**config.mk**
```make
export PLATFORM = sky130hd
export DESIGN_NAME = sum_share_arbiter
export DESIGN_NICKNAME = d
export VERILOG_FILES = /design/src/rtl/sum_share_arbiter.sv
export SDC_FILE = /design/constraint.sdc
export NUM_CORES = 1
export LEC_CHECK = 0
export CORE_MARGIN = 4
export CORE_UTILIZATION = 47
export CTS_CLUSTER_SIZE = 30
export DETAILED_ROUTE_END_ITERATION = 12
export GPL_TIMING_DRIVEN = 0
export PLACE_DENSITY_LB_ADDON = 0.12
export SETUP_SLACK_MARGIN = 0.3
export SYNTH_ARGS = -nofsm -noshare
export SYNTH_HDL_FRONTEND = slang
export SYNTH_SLANG_ARGS = --single-unit
export TNS_END_PERCENT = 1
```
**constraint.sdc**
```tcl
create_clock -name clk -period 1.5 [get_ports clk]
set_input_delay 0.15 -clock clk [delete_from_list [all_inputs] [get_ports clk]]
set_output_delay 0.15 -clock clk [all_outputs]
set_load 0.005 [all_outputs]
```
**src/rtl/sum_share_arbiter.sv**
```systemverilog
`default_nettype none
// ============================================================================
//  Module      : sum_share_arbiter
//  Description : Round-robin scheduler that shares one serial-load adder among
//                N_REQ SIPO channels. Grants one requesting channel, steers the
//                adder operand mux, sequences the adder enable, pulses that
//                channel's PISO load and signals completion back to it.
//
//                Flow: IDLE -> GRANT -> SUM -> OUT -> RELEASE -> IDLE
//
//  Ports       : clk            system clock, rising edge
//                rst_n          asynchronous active-low reset
//                i_req          per-channel level request
//                i_sum_ready    adder result valid (sampled only in SUM)
//                o_gnt          one-hot grant, high GRANT..OUT
//                o_sel          index of the granted channel (adder operand mux)
//                o_sum_enable   adder enable, high only in SUM
//                o_piso_enable  one-hot 1-cycle PISO load pulse
//                o_done         one-hot 1-cycle completion pulse
//                o_busy         high whenever the FSM is not IDLE
//                o_err          sticky SUM timeout flag
//
//  Build option: SUM_TIMEOUT_EN - when defined, a SUM phase that waits
//                TIMEOUT_CYCLES cycles without i_sum_ready is abandoned
//                (no PISO load, done still pulses) and o_err is set until
//                reset. When undefined, SUM waits indefinitely and o_err = 0.
//
//  Revision    : 1.0 - initial release
// ============================================================================
module sum_share_arbiter #(
    parameter int N_REQ          = 4,
    parameter int IDX_W          = 2,
    parameter int TIMEOUT_CYCLES = 16
) (
    input  logic               clk,
    input  logic               rst_n,
    input  logic [N_REQ-1:0]   i_req,
    input  logic               i_sum_ready,
    output logic [N_REQ-1:0]   o_gnt,
    output logic [IDX_W-1:0]   o_sel,
    output logic               o_sum_enable,
    output logic [N_REQ-1:0]   o_piso_enable,
    output logic [N_REQ-1:0]   o_done,
    output logic               o_busy,
    output logic               o_err
);

    // Elaboration-time guard on the parameter set.
    if (N_REQ < 2 || N_REQ > 8 || IDX_W != $clog2(N_REQ) || TIMEOUT_CYCLES < 1) begin : g_param_check
        $error("sum_share_arbiter: illegal parameter combination");
    end

    typedef enum logic [2:0] {
        S_IDLE    = 3'd0,
        S_GRANT   = 3'd1,
        S_SUM     = 3'd2,
        S_OUT     = 3'd3,
        S_RELEASE = 3'd4
    } state_t;

    state_t             r_state;
    logic [IDX_W-1:0]   r_ptr;
    logic [IDX_W-1:0]   r_sel;
    logic [N_REQ-1:0]   r_gnt;
    logic               r_sum_en;
    logic [N_REQ-1:0]   r_piso;
    logic [N_REQ-1:0]   r_done;
    logic               r_busy;
    logic               r_err;

    logic               w_any_req;
    logic [IDX_W-1:0]   w_winner;

    // First requesting channel after the last-served one, wrapping modulo N_REQ.
    // The last-served channel itself is checked last, so it can only win when
    // nobody else is asking.
    function automatic logic [IDX_W-1:0] f_pick(input logic [N_REQ-1:0] req,
                                                input logic [IDX_W-1:0] ptr);
        logic [IDX_W-1:0] win;
        logic             found;
        int               idx;
        win   = '0;
        found = 1'b0;
        for (int i = 1; i <= N_REQ; i++) begin
            idx = (int'(ptr) + i) % N_REQ;
            if (!found && req[IDX_W'(idx)]) begin
                found = 1'b1;
                win   = IDX_W'(idx);
            end
        end
        return win;
    endfunction

    function automatic logic [N_REQ-1:0] f_onehot(input logic [IDX_W-1:0] s);
        return {{(N_REQ-1){1'b0}}, 1'b1} << s;
    endfunction

    assign w_any_req = |i_req;
    assign w_winner  = f_pick(i_req, r_ptr);

`ifdef SUM_TIMEOUT_EN
    localparam int CNT_W = $clog2(TIMEOUT_CYCLES + 1);
    logic [CNT_W-1:0] r_cnt;
    logic             w_timeout;

    // Counter holds the number of SUM cycles already spent without a result;
    // the cycle in which it equals TIMEOUT_CYCLES-1 is the last one allowed.
    assign w_timeout = (r_cnt == CNT_W'(TIMEOUT_CYCLES - 1));
`endif

    // Single FSM block; every output is a register loaded with the value that
    // belongs to the state being entered, so outputs never depend on inputs
    // combinationally.
    always_ff @(posedge clk or negedge rst_n) begin
        if (!rst_n) begin
            r_state  <= S_IDLE;
            r_ptr    <= IDX_W'(N_REQ - 1);
            r_sel    <= '0;
            r_gnt    <= '0;
            r_sum_en <= 1'b0;
            r_piso   <= '0;
            r_done   <= '0;
            r_busy   <= 1'b0;
            r_err    <= 1'b0;
`ifdef SUM_TIMEOUT_EN
            r_cnt    <= '0;
`endif
        end else begin
            // Pulse outputs default low; they are raised only for one state.
            r_piso <= '0;
            r_done <= '0;
            case (r_state)
                S_IDLE: begin
                    if (w_any_req) begin
                        r_sel   <= w_winner;
                        r_gnt   <= f_onehot(w_winner);
                        r_busy  <= 1'b1;
                        r_state <= S_GRANT;
                    end
                end
                S_GRANT: begin
                    r_sum_en <= 1'b1;
`ifdef SUM_TIMEOUT_EN
                    r_cnt    <= '0;
`endif
                    r_state  <= S_SUM;
                end
                S_SUM: begin
                    if (i_sum_ready) begin
                        r_sum_en <= 1'b0;
                        r_piso   <= f_onehot(r_sel);
                        r_state  <= S_OUT;
`ifdef SUM_TIMEOUT_EN
                    end else if (w_timeout) begin
                        // Abandon the sum: no PISO load, but the channel
                        // still gets its done pulse.
                        r_sum_en <= 1'b0;
                        r_gnt    <= '0;
                        r_done   <= f_onehot(r_sel);
                        r_err    <= 1'b1;
                        r_state  <= S_RELEASE;
                    end else begin
                        r_cnt    <= r_cnt + 1'b1;
`endif
                    end
                end
                S_OUT: begin
                    r_gnt   <= '0;
                    r_done  <= f_onehot(r_sel);
                    r_state <= S_RELEASE;
                end
                S_RELEASE: begin
                    r_ptr   <= r_sel;
                    r_busy  <= 1'b0;
                    r_state <= S_IDLE;
                end
                default: begin
                    r_gnt    <= '0;
                    r_sum_en <= 1'b0;
                    r_busy   <= 1'b0;
                    r_state  <= S_IDLE;
                end
            endcase
        end
    end

    assign o_gnt         = r_gnt;
    assign o_sel         = r_sel;
    assign o_sum_enable  = r_sum_en;
    assign o_piso_enable = r_piso;
    assign o_done        = r_done;
    assign o_busy        = r_busy;

`ifdef SUM_TIMEOUT_EN
    assign o_err = r_err;
`else
    // Without the timeout there is nothing to flag.
    logic w_err_unused;
    assign w_err_unused = r_err;
    assign o_err        = 1'b0;
`endif

endmodule
`default_nettype wire

```
==> flow_summary.ini <==
[place]
dp_slack_ns = -0.121
port_buffers = 22
hpwl_mm = 1.26
gp_congestion = 0.727

[detailed_routing]
ant_nets = 0
drt_wl_total_mm = 1.70
drc_errors = 0
wl_per_cell_um = 11.9
vias_per_cell = 4.94
dr.pass1.iters = 4
vias = 707
drtIter0Drc = 9

[sta]
setup_viol = 0
whs_ns = 0.352
slew_viol_final = 0
setup_ws_ns = 0.128
setup_tns_ns = 0
timing.fmax_mhz = 729
rsz0062_at_grt = true
fin_skew_ns = 0.00103
final.min_clock_period_ns = 1.37
tightest_slew_ns = 0.889
min_period_over_period_pct = 91.5
slew_headroom_pct = 40.5
finalHoldViolCount = 0

[synth]
yosys.cell_types.count = 30
yosysSeqAreaShare_pct = 56.2
synth.most_common_cell = dfrtp_1
synth_nets = 93
synth_warnings = 0
synth.avg_cell_area_sq_um = 10.9
netlist_area_sq_um = 940
synth_edf_count = 0
synthFlopType = dfrtp_1
synth_cells = 86
yosys_register_bits = 21
synth_top_cells_by_count = dfrtp_1 (19), nor2_1 (11), inv_1 (9), nand2_1 (6), o32ai_1 (5)
synth_area_leaders = dfrtp_1 (51%), dfstp_2 (5.6%), o32ai_1 (4.7%), nor2_1 (4.4%), inv_1 (3.6%)
yosysTopAreaCell = dfrtp_1
async_flop_share_pct = 100
synth_top_area_share_pct = 50.6

[cts]
clk_pin_slew_ns = 0.11
cts.sinks = 21
tritoncts = yes
ctsHoldBuffers = 0
clk_latency_ns = 0.29
clockRootBuffer = clkbuf_4
cts_made_buffers = 3
clockBufferDepth = 2
cts.htree.levels = 1

[run_status]
status = finished clean

[min_path]
hold_path_class = input port to async pin

[setup_path]
crit_chain = buf_4 > nand3b_1 > a31oi_1 > nand2b_2 > o32ai_1
slowest_delay_ns = 0.59
crit_type = register to register
path_delay_family = flip-flops
start_kind = register
required_ns = 1.67
critPathMaxFanout = 5
path_buf_inv = 1
crit_arrival_ns = 1.54
cpMaxStageDelayCell = dfstp_2
end_kind = register

[pwr]
powerDensity_nw_per_um2 = 1840
p_leak_uw = 0.000567
fin_total_pwr_uw = 2350
ir_worst_vdd_v = 0.00120

[floorplanning]
dieArea_sq_um = 2780
die_y_um = 52.7
ios = 24
coreArea_sq_um = 1800
rows = 15
start_util_pct = 52.2
die_w_um = 52.7

[global_routing]
overflow = 0
grt_antenna_before_repair = 0
grt_max_degree = 22
grt_pass1_vias = 707
grt_util_all_layers_pct = 14.5
grt_pass1_wl_mm = 3.04

[final_layout]
area_growth_pct = 36.0
diodes = 0
finalCoreUtilization_pct = 70.9
fin_nets = 126
drive_above_1_share_pct = 21.2

[job]
cap_violations = 0
## path summary, 6_finish.rpt
check,startpoint,end,slack (ns),cells past startpoint
min,rst_n,o_gnt[1],0.35,1
max,r_ptr[1],o_gnt[0],0.13,5
max reg2reg,r_ptr[1],o_gnt[0],0.13,5
min reg2reg,o_busy,o_busy,0.53,2
min in group clk,o_busy,o_busy,0.53,2
max in group asynchronous,rst_n,o_sel[1],0.55,1
## worst reg2reg max path: stages, from the launching register on
cell	delay (ns)
dfstp_2	0.59
buf_4	0.12
nand3b_1	0.07
a31oi_1	0.24
nand2b_2	0.17
o32ai_1	0.07
## flip-flops by register name, indices dropped and copies added, names as in the netlist
register	count
o_busy	1
r_ptr	2
o_sum_enable	1
o_done	4
o_gnt	4
o_piso_enable	4
r_state	3
o_sel	2
## timing repair
| item | CTS | global route |
|---|---|---|
| buffers inserted | 4 | 2 |
| pin swaps | 2 | 0 |
| setup endpoints to repair | 24 | 25 |
| cloned | 0 | 0 |
| resized for setup | 6 | 0 |
## cell families (layout without fill, tap and decap cells)
logic type	Yosys count	after routing	share of synthesized area, %
other	1	1	0.399
AND/OR/NAND/NOR	32	32	19.6
AO/OA/AOI/OAI	14	14	10.8
multiplexers	3	3	3.73
buffers and inverters	13	45	7.32
adder cells (fa/ha/maj)	1	1	1.07
XOR/XNOR	1	1	0.932
flip-flops	21	21	56.2
## cells in the final DEF, fill, tap and decap left out
cell type,Yosys,final
a21boi_0,1,1
a21o_1,1,1
a21oi_1,1,1
a31oi_1,1,1
buf_4,1,7
buf_6,2,2
clkbuf_4,0,4
clkdlybuf4s50_1,0,21
clkinv_2,0,1
conb_1,1,1
dfrtp_1,19,17
dfrtp_2,0,2
dfstp_2,2,2
dlygate4sd2_1,0,1
inv_1,9,9
maj3_2,0,1
mux2_4,1,1
mux2i_1,2,2
nand2_1,6,6
nand2_2,1,1
nand2b_1,4,4
nand2b_2,1,1
nand3b_1,1,1
nor2_1,11,11
nor2b_1,2,2
nor3_1,3,3
nor4_4,1,2
o21a_1,1,1
o21ai_0,3,3
o22a_1,1,1
o32ai_1,5,5
or3_4,1,1
xnor2_1,1,1
## routing by layer
layer | GRT usage, % | vias to the layer above | wire length (um)
met3 | 2.56 | 4 | 70
met5 | 0 | - | 0
li1 | - | 348 | -
met4 | 3.83 | 0 | 31
met1 | 18.1 | 339 | 711
met2 | 25.6 | 16 | 886
## through the flow
step                      area [sq um]  instances
final                             1280        143
after global routing              1280        143
after CTS                         1260        141
after detailed placement          1190        133
after global placement            1190        133
after floorplan                    940         86
## power by group
| group | internal [uW] | switching, uW |
|---|---|---|
| logic | 663 | 557 |
| registers | 780 | 95.7 |
| clock network | 98.9 | 159 |
## layout make-up
class | count | area (sq um)
multi-input combinational | 52 | 353
timing repair buffer | 28 | 264
inverter | 9 | 33.8
clock buffer | 3 | 22.5
clock inverter | 1 | 5.00
tap | 25 | 31.3
buffer | 4 | 37.5
fill | 144 | 524
sequential | 21 | 531
Note: power is estimated with default switching activity, not from simulation.
